==> config.mk <==
export PLATFORM = sky130hd
export DESIGN_NAME = count_monitor
export DESIGN_NICKNAME = d
export VERILOG_FILES = /design/src/rtl/count_monitor_pkg.sv /design/src/rtl/seg7_decode.sv /design/src/rtl/count_monitor.sv
export SDC_FILE = /design/constraint.sdc
export NUM_CORES = 1
export LEC_CHECK = 0
export ABC_AREA = 1
export BUFFER_PORTS_ARGS = -buffer_cell sky130_fd_sc_hd__buf_2
export CELL_PAD_IN_SITES_DETAIL_PLACEMENT = 1
export CELL_PAD_IN_SITES_GLOBAL_PLACEMENT = 2
export CORE_ASPECT_RATIO = 1.5
export CORE_MARGIN = 10
export CORE_UTILIZATION = 34
export CTS_BUF_LIST = sky130_fd_sc_hd__clkbuf_8
export CTS_CLUSTER_DIAMETER = 150
export DETAILED_ROUTE_END_ITERATION = 6
export HOLD_SLACK_MARGIN = 0.12
export PLACE_DENSITY = 0.89
export SYNTH_ARGS = -nofsm -noshare
export SYNTH_HDL_FRONTEND = slang
export SYNTH_HIERARCHICAL = 1
export SYNTH_SLANG_ARGS = --single-unit
==> constraint.sdc <==
create_clock -name CP -period 4.04 [get_ports CP]
set_input_delay 0.808 -clock CP [delete_from_list [all_inputs] [get_ports CP]]
set_output_delay 0.808 -clock CP [all_outputs]
set_load 0.03 [all_outputs]
==> src/rtl/count_monitor_pkg.sv <==
// count_monitor_pkg
// Shared definitions for the count_monitor block: the legal range of the
// observed counter, the monitor state enumeration and the active-low
// 7-segment code table ({g,f,e,d,c,b,a}).
package count_monitor_pkg;

  localparam logic [3:0] CNT_MIN = 4'd2;
  localparam logic [3:0] CNT_MAX = 4'd9;

  typedef enum logic [1:0] {
    ST_SYNC  = 2'd0,
    ST_TRACK = 2'd1,
    ST_ERR   = 2'd2
  } state_t;

  localparam logic [6:0] SEG_BLANK = 7'h7F;

  // Active-low segment codes for digits 0..9, bit order {g,f,e,d,c,b,a}.
  localparam logic [6:0] SEG_CODES [10] = '{
    7'h40, 7'h79, 7'h24, 7'h30, 7'h19,
    7'h12, 7'h02, 7'h78, 7'h00, 7'h10
  };

  // Codes above 9 are not decimal digits and are shown blank.
  function automatic logic [6:0] seg7_code(input logic [3:0] value);
    if (value <= 4'd9) begin
      return SEG_CODES[value];
    end
    return SEG_BLANK;
  endfunction

endpackage

==> src/rtl/seg7_decode.sv <==
// seg7_decode
// Combinational BCD to active-low 7-segment decoder.
// Ports:
//   value  in   4  digit to display (10..15 give a blank pattern)
//   seg    out  7  active-low segments {g,f,e,d,c,b,a}
module seg7_decode
  import count_monitor_pkg::*;
(
  input  logic [3:0] value,
  output logic [6:0] seg
);

  assign seg = seg7_code(value);

endmodule

==> src/rtl/count_monitor.sv <==
// count_monitor
// Watches an external 2..9 up/down counter ({Qd,Qc,Qb,Qa}, direction M,
// active-low carry/borrow _Qcc) and checks that every sample is the legal
// successor of the previous one, that the carry pulses exactly after the
// terminal value, and counts wrap-arounds.
//
// Configuration macro: COUNT_MONITOR_SEG7_EN
//   defined   -> seg is the registered 7-segment decode of digit
//   undefined -> no decoder, seg tied to 7'h7F (all segments off)
//
// Ports:
//   CP       in   1  clock, rising edge
//   CLR      in   1  asynchronous active-high reset
//   M        in   1  observed count direction (1=up, 0=down)
//   Qa..Qd   in   1  observed counter value, Qa = LSB
//   _Qcc     in   1  observed active-low carry/borrow
//   digit    out  4  last accepted sample
//   wraps    out  4  BCD count of legal wrap-arounds
//   locked   out  1  high while tracking
//   seq_err  out  1  sticky error flag
//   err_cnt  out  8  saturating error count
//   seg      out  7  active-low segment pattern of digit
//
// state    | meaning
// ---------+------------------------------------------------------------
// ST_SYNC  | waiting for an in-range sample to start tracking
// ST_TRACK | each sample checked against the legal successor and carry
// ST_ERR   | last check failed; next in-range sample restarts tracking
module count_monitor
  import count_monitor_pkg::*;
(
  input  logic       CP,
  input  logic       CLR,
  input  logic       M,
  input  logic       Qa,
  input  logic       Qb,
  input  logic       Qc,
  input  logic       Qd,
  input  logic       _Qcc,
  output logic [3:0] digit,
  output logic [3:0] wraps,
  output logic       locked,
  output logic       seq_err,
  output logic [7:0] err_cnt,
  output logic [6:0] seg
);

  state_t     state;
  logic       prev_m;

  logic [3:0] sample;
  logic [3:0] succ;
  logic       in_range;
  logic       dir_change;
  logic       carry_need;
  logic       track_ok;
  logic       digit_load;
  logic       error_ev;
  logic       wrap_ev;
  logic [3:0] digit_nxt;

  always_comb begin
    sample   = {Qd, Qc, Qb, Qa};
    in_range = (sample >= CNT_MIN) && (sample <= CNT_MAX);

    // Successor and carry expectation follow the direction registered with
    // the previous sample, not the one arriving now.
    if (prev_m) begin
      carry_need = (digit == CNT_MAX);
      succ       = carry_need ? CNT_MIN : digit + 4'd1;
    end else begin
      carry_need = (digit == CNT_MIN);
      succ       = carry_need ? CNT_MAX : digit - 4'd1;
    end

    dir_change = (M != prev_m);
    // A direction change suppresses both the value and the carry check.
    track_ok   = dir_change || ((sample == succ) && (_Qcc != carry_need));

    // One error per edge no matter how many checks failed.
    error_ev   = (state == ST_TRACK) && !(in_range && track_ok);
    wrap_ev    = (state == ST_TRACK) && in_range && !dir_change && track_ok && carry_need;
    digit_load = in_range && ((state != ST_TRACK) || track_ok);
    digit_nxt  = digit_load ? sample : digit;
  end

  always_ff @(posedge CP or posedge CLR) begin
    if (CLR) begin
      state   <= ST_SYNC;
      prev_m  <= 1'b1;
      digit   <= CNT_MIN;
      wraps   <= 4'd0;
      locked  <= 1'b0;
      seq_err <= 1'b0;
      err_cnt <= 8'd0;
    end else begin
      prev_m <= M;
      if (digit_load) begin
        digit <= sample;
      end
      if (wrap_ev) begin
        wraps <= (wraps == 4'd9) ? 4'd0 : wraps + 4'd1;
      end
      if (error_ev) begin
        seq_err <= 1'b1;
        if (err_cnt != 8'hFF) begin
          err_cnt <= err_cnt + 8'd1;
        end
      end

      case (state)
        ST_SYNC: begin
          if (in_range) begin
            state  <= ST_TRACK;
            locked <= 1'b1;
          end
        end
        ST_TRACK: begin
          if (!in_range) begin
            state  <= ST_SYNC;
            locked <= 1'b0;
          end else if (!track_ok) begin
            state  <= ST_ERR;
            locked <= 1'b0;
          end
        end
        ST_ERR: begin
          if (in_range) begin
            state  <= ST_TRACK;
            locked <= 1'b1;
          end else begin
            state  <= ST_SYNC;
            locked <= 1'b0;
          end
        end
        default: begin
          state  <= ST_SYNC;
          locked <= 1'b0;
        end
      endcase
    end
  end

`ifdef COUNT_MONITOR_SEG7_EN
  logic [6:0] seg_nxt;

  // Decode the value digit is about to take so seg lines up with digit.
  seg7_decode u_seg7_decode (
    .value (digit_nxt),
    .seg   (seg_nxt)
  );

  always_ff @(posedge CP or posedge CLR) begin
    if (CLR) begin
      seg <= seg7_code(CNT_MIN);
    end else begin
      seg <= seg_nxt;
    end
  end
`else
  logic unused_digit_nxt;
  assign unused_digit_nxt = ^digit_nxt;
  assign seg = SEG_BLANK;
`endif

endmodule
* Yosys cells after proc, flatten, opt, wreduce, memory -nomap -nowiden
Cells that the tools add are included.
Storage, ports and cells: flip-flop bits (word level) 21, bits in latches 0, memory bits (writable) 0, memory bits (read-only) 0, input bits 8, output and inout bits 25, word-level logic and storage cells 56, memories 0
Operators by class: add/sub/neg operators 4, multipliers 0, divide/modulo/power cells 0, order comparisons 2, eq/ne operators 12, shift-type cells 0, muxes and demuxes 15, bitwise operators 0, reductions and logical operators 16
Operators by type and width (number):
- $mux 4 | 4
- $logic_and 1x1->1 | 9
- $add 4x1->4 const B | 2
- $add 8x1->8 const B | 1
- $eq 4x4->1 const B | 2
- $ne 8x8->1 const B | 1
- $mux 1 | 6
- $mux 2 | 3
- $pmux 2 s3 | 1
- $eq 4x2->1 const B | 1
- $eq 4x4->1 | 1
- $ge 4x2->1 const B | 1
- $le 4x4->1 const B | 1
- $reduce_and 2->1 | 2
- $sub 4x1->4 const B | 1
- $ne 3x3->1 const B | 1
- $pmux 1 s3 | 1
- $eq 2x1->1 const B | 1
- $eq 2x2->1 const B | 1
- $logic_not 1->1 | 2
- $logic_not 2->1 | 1
- $logic_or 1x1->1 | 2
- $ne 1x1->1 | 2
- $ne 2x1->1 const B | 1
- $ne 2x2->1 const B | 1

* Longest topological paths before layout
depth after elaboration 10, depth in mapped cells 16, gate-level depth less buffers 16

* Worst setup path before layout
OpenSTA, ideal clock, no wires.
kind register to register, start point register digit[0], end point register seq_err, setup time 0.119 ns, arrival time 1.985 ns, data required time 3.921 ns, slack 1.936 ns, cell stages (with the launch flop) 14, path buffers 0, period minus slack after synthesis 2.104 ns, cells stage by stage dfrtp_1 inv_1 ha_1 inv_1 nand2_1 nand3_1 nand2_1 nor2_1 nand3_1 nor2_2 nand2_2 nand2_4 nand2_8 a21o_2
Between the ends: cells in the longest elaborated chain, start to end 9, elaborated cells between the ends (all ways) 15, classes of those cells add/sub (2); eq/ne (4); mux (4); reduce/logical (5)
Ends and longest elaborated chain:
- start: declaration | RTL line count_monitor.sv:40 | output logic [3:0] digit,
- start signal: assignment | RTL line count_monitor.sv:99 | digit <= sample;
- $sub 4x1->4 (tied with other cells) | RTL line count_monitor.sv:73 | succ = carry_need ? CNT_MAX : digit - 4'd1;
- $mux 4 (on tied branches) | RTL line count_monitor.sv:73, count_monitor.sv:70
- $mux 4 | RTL line count_monitor.sv:68 | if (prev_m) begin
- $eq 4x4->1 | RTL line count_monitor.sv:78 | track_ok = dir_change || ((sample == succ) && (_Qcc != carry_need));
- $logic_and 1x1->1 * | RTL line count_monitor.sv:78
- $logic_or 1x1->1 * | RTL line count_monitor.sv:78
- $logic_and 1x1->1 * | RTL line count_monitor.sv:81 | error_ev = (state == ST_TRACK) && !(in_range && track_ok);
- $logic_not 1->1 * | RTL line count_monitor.sv:81
- $logic_and 1x1->1 * | RTL line count_monitor.sv:81
- end signal: assignment | RTL line count_monitor.sv:94 | seq_err <= 1'b0;
- end signal: assignment | RTL line count_monitor.sv:105 | seq_err <= 1'b1;
- end: declaration | RTL line count_monitor.sv:43 | output logic seq_err,
Every way passes the cells marked *; elsewhere a longest branch is shown, timed or not. A chain may end at the register's enable or synchronous reset.

* Final worst setup path
start point register digit[0], end point register wraps[2]
Between the ends: cells in the longest elaborated chain, start to end 8, elaborated cells between the ends (all ways) 14, classes of those cells add/sub (2); eq/ne (4); mux (4); reduce/logical (4)
Ends and longest elaborated chain:
- $sub 4x1->4 (tied with other cells) | RTL line count_monitor.sv:73
- $mux 4 (on tied branches) | RTL line count_monitor.sv:73, count_monitor.sv:70
- $mux 4 | RTL line count_monitor.sv:68
- $eq 4x4->1 | RTL line count_monitor.sv:78
- $logic_and 1x1->1 | RTL line count_monitor.sv:78
- $logic_or 1x1->1 | RTL line count_monitor.sv:78
- $logic_and 1x1->1 | RTL line count_monitor.sv:82 | wrap_ev = (state == ST_TRACK) && in_range && !dir_change && track_ok && carry_need;
- $logic_and 1x1->1 * | RTL line count_monitor.sv:82
- end signal: assignment | RTL line count_monitor.sv:102 | wraps <= (wraps == 4'd9) ? 4'd0 : wraps + 4'd1;
- end: declaration | RTL line count_monitor.sv:41 | output logic [3:0] wraps,
Marks and branches as above.

==> results.md <==
## Routing
* 0 — antenna viol nets, final
* 1237 — vias after detailed routing
* 4.85 — detailed-route vias per instance
* 4 — length of the first detailed-routing pass in iterations
* 3.41 mm — final wirelength
* 0 — number of design rule violations left after detail routing
* 59 — first-iteration detailed-routing DRC count
* 13.4 um — routed length per placed instance

## Finish
* 56 x sky130_fd_sc_hd__nand2_1, 25 x sky130_fd_sc_hd__buf_2, 19 x sky130_fd_sc_hd__inv_1, 19 x sky130_fd_sc_hd__dfrtp_1, 16 x sky130_fd_sc_hd__nand3_1 — commonest non-fill, non-tap cells in the layout
* 538 — Filler Cell Count
* 13.5% — area added between synthesis and finish
* 23.3% — fraction of final layout cells with drive strength greater than 1
* 0 — Inserted Diodes
* 528 um2 — area occupied by registers
* sky130_fd_sc_hd__nand2_1 — most frequent standard cell in the layout excluding fill and tap cells
* 790 um2 — area taken by multi-input logic gates
* 224 — number of nets at the end of the flow
* 255 — count of non-filler cells in the finished layout

## Yosys
* 6 — number of warning messages in the yosys log
* 27 — count of different cell masters after synthesis
* 7.80 um2 — syn_area_per_cell
* 183 — Gate Count Post-Synth
* 21 — synthesis-stage register bit count
* 37.0% — sequential cell area fraction in the yosys report
* 1430 um2 — summed instance area of the synthesized netlist

## Power
* 536 nW/um2 — Power Dens Cells
* 0.000872 uW — cell leakage power
* 868 uW — Pwr Total
* 0.248 mV — worst vdd rail ir drop

## Worst setup path
* register — sort of element at the end of the critical path
* 2.26 ns — crit path DAT
* wraps[2] — capturing instance or port of the critical path
* digit[0] — start of the worst register-to-register path
* register — sort of element at the start of the critical path
* 4.19 ns — required time at the worst-slack endpoint
* wraps[2] — endpoint of the lowest-slack register-to-register path
* 14 — worst reg-to-reg path cell count
* 7 — maximum net fanout on the critical path
* register to register — critical path start-end classification
* 1.93 ns — Worst R2R Setup Slack
* digit[0] — Setup crit start

## Timing
* 0.964 ns — worst slew pin tran
* 52.3% — fin crit share
* 0.473 GHz — Fmax
* 0 — total of endpoints with negative setup slack in the final report
* 0 — number of failing hold endpoints at the final stage
* 0 ns — setup TNS after final layout
* 35.5% — Worst slew margin
* 0.463 ns — worst hold-check slack
* 0 — final-report max-slew violation count
* 0.00760 ns — worst clock skew on the final layout
* false — setup repair after global routing missed its margin
* 2.11 ns — Tmin final

## Placed design
* 0.767 — gpl congestion
* 251 — placed cell count
* 2.78 mm — sum of net half-perimeters after detailed placement
* 25 — count of buffers from port buffering

## Floorplanning
* 35.7% — initial standard-cell utilization of the core
* 99.4 um — Die H
* 33 — ports placed on the boundary
* 7240 um2 — total die area
* 28 — Cell Rows
* 3990 um2 — Placeable Area
* 72.9 um — horizontal extent of the die

## Clock tree
* done — CTS tree
* 3 — number of buffers inserted during clock tree synthesis
* 0.26 ns — insertion delay to the later sink of the worst-skew pair
* 1 — maximum level of the CTS H-tree
* sky130_fd_sc_hd__clkbuf_8 — master cell of the clock root buffer
* 0 — post-CTS setup repair buffer count
* 2 — Bufs on Longest Clock Path
* 21 — total number of clock tree sinks
* 0.08 ns — Clk pin slew, worst setup/hold paths
* 0 — post-CTS resize count
* 0 — number of buffers added to fix hold violations after cts

## GRT
* 9.80% — global-route usage over all layers
* 5.75 mm — global-route wire length before repair
* 0 — Remaining Overflow, GRT
* 22 — maximum number of pins on one net before global-route repair
* 0 — antenna violations before repair
* 1274 — vias in the first global route

## Run status
* finished, final reports clean — status

## Flow run
* 0 — max_cap viols

## Hold path
* register to register — class of the tightest hold or removal check

-- power breakdown --
group,leakage (uW),switching (uW),internal [uW]
combinational,0.000581,278,125
sequential,0.000265,63.4,262
clock,0.0000255,70.1,68.8
total,0.000872,412,456
-- stage by stage --
| stage | utilization (%) | worst slack [ns] | cell area (um2) |
|---|---|---|---|
| floorplan | - | 1.94 | 1450 |
| global placement | 39.4 | 1.82 | 1570 |
| detailed placement | 39.4 | 1.82 | 1570 |
| CTS | 40.6 | 1.88 | 1620 |
| global route | 40.6 | 1.64 | 1620 |
| finish | 40.6 | 1.93 | 1620 |
-- Yosys cell counts --
cell type,instances,area (um2)
sky130_fd_sc_hd__nand2_8,1,20.0
sky130_fd_sc_hd__dfstp_2,2,52.6
sky130_fd_sc_hd__nand2_4,1,11.3
sky130_fd_sc_hd__or3_1,1,6.26
sky130_fd_sc_hd__buf_4,7,52.6
sky130_fd_sc_hd__dfrtp_1,19,475
sky130_fd_sc_hd__nand2_1,56,210
sky130_fd_sc_hd__inv_1,19,71.3
sky130_fd_sc_hd__xor2_1,6,52.6
sky130_fd_sc_hd__conb_1,1,3.75
sky130_fd_sc_hd__nor2_1,8,30.0
sky130_fd_sc_hd__nand4_2,1,12.5
sky130_fd_sc_hd__o21ai_1,6,30.0
sky130_fd_sc_hd__nand3_4,1,17.5
sky130_fd_sc_hd__a21o_2,1,8.76
sky130_fd_sc_hd__nor2_2,4,25.0
sky130_fd_sc_hd__nand4_1,10,62.6
sky130_fd_sc_hd__nand3_2,3,30.0
sky130_fd_sc_hd__nand3_1,16,80.1
sky130_fd_sc_hd__o21ai_0,2,10.0
sky130_fd_sc_hd__ha_1,5,62.6
sky130_fd_sc_hd__inv_2,1,3.75
sky130_fd_sc_hd__xnor2_1,3,26.3
sky130_fd_sc_hd__buf_2,1,5.00
sky130_fd_sc_hd__nand2_2,4,25.0
sky130_fd_sc_hd__xor2_4,1,27.5
sky130_fd_sc_hd__a21oi_1,3,15.0
-- worst max-delay path, stage by stage, from the launching register on --
cell                      delay [ns]
sky130_fd_sc_hd__dfrtp_1        0.49
sky130_fd_sc_hd__inv_1          0.14
sky130_fd_sc_hd__ha_1           0.34
sky130_fd_sc_hd__inv_1          0.06
sky130_fd_sc_hd__nand2_1        0.05
sky130_fd_sc_hd__nand3_1        0.08
sky130_fd_sc_hd__nand2_1        0.05
sky130_fd_sc_hd__nor2_1         0.09
sky130_fd_sc_hd__nand3_1        0.09
sky130_fd_sc_hd__nor2_2         0.12
sky130_fd_sc_hd__nand2_2        0.07
sky130_fd_sc_hd__nand2_4        0.11
sky130_fd_sc_hd__nand3_2        0.16
sky130_fd_sc_hd__nand2_1        0.09
sky130_fd_sc_hd__o21ai_1        0.06
-- worst min path at each step --
| stage | endpoint | start | cells past startpoint |
|---|---|---|---|
| 2_1_floorplan | locked | state[0] | 3 |
| 3_3_place_gp | seq_err | seq_err | 1 |
| 3_5_place_dp | seq_err | seq_err | 1 |
| 4_1_cts | seq_err | seq_err | 1 |
| 5_1_grt | seq_err | seq_err | 1 |
| 6_report | seq_err | seq_err | 1 |
-- state kept, by name, summed over array words and instances (netlist names) --
register / flops
state: 2
digit: 4
err_cnt: 8
prev_m: 1
wraps: 4
locked: 1
seq_err: 1
-- per-layer routing --
| layer | GRT usage, % | up-vias | wire length, um |
|---|---|---|---|
| met4 | 4.55 | 0 | 59 |
| met1 | 10.6 | 587 | 1420 |
| met2 | 16.9 | 19 | 1760 |
| met3 | 2.69 | 5 | 165 |
| li1 | - | 626 | - |
| met5 | 0 | - | 0 |
-- cells by family after synthesis --
family	share of synthesized area, %
simple gates	37.2
flops	37.0
compound gates	4.47
other cells	0.263
xor+xnor	7.45
buf+inv	9.29
fa+ha+maj	4.38
-- layout make-up --
class / count / area share, %
clock buffer: 3 / 2.55
clock inverter: 1 / 0.309
inverter: 20 / 4.63
multi-input combinational: 140 / 48.7
sequential: 21 / 32.6
tap: 45 / 3.47
timing repair buffer: 25 / 7.72
Power figures use the tool's default switching activity.
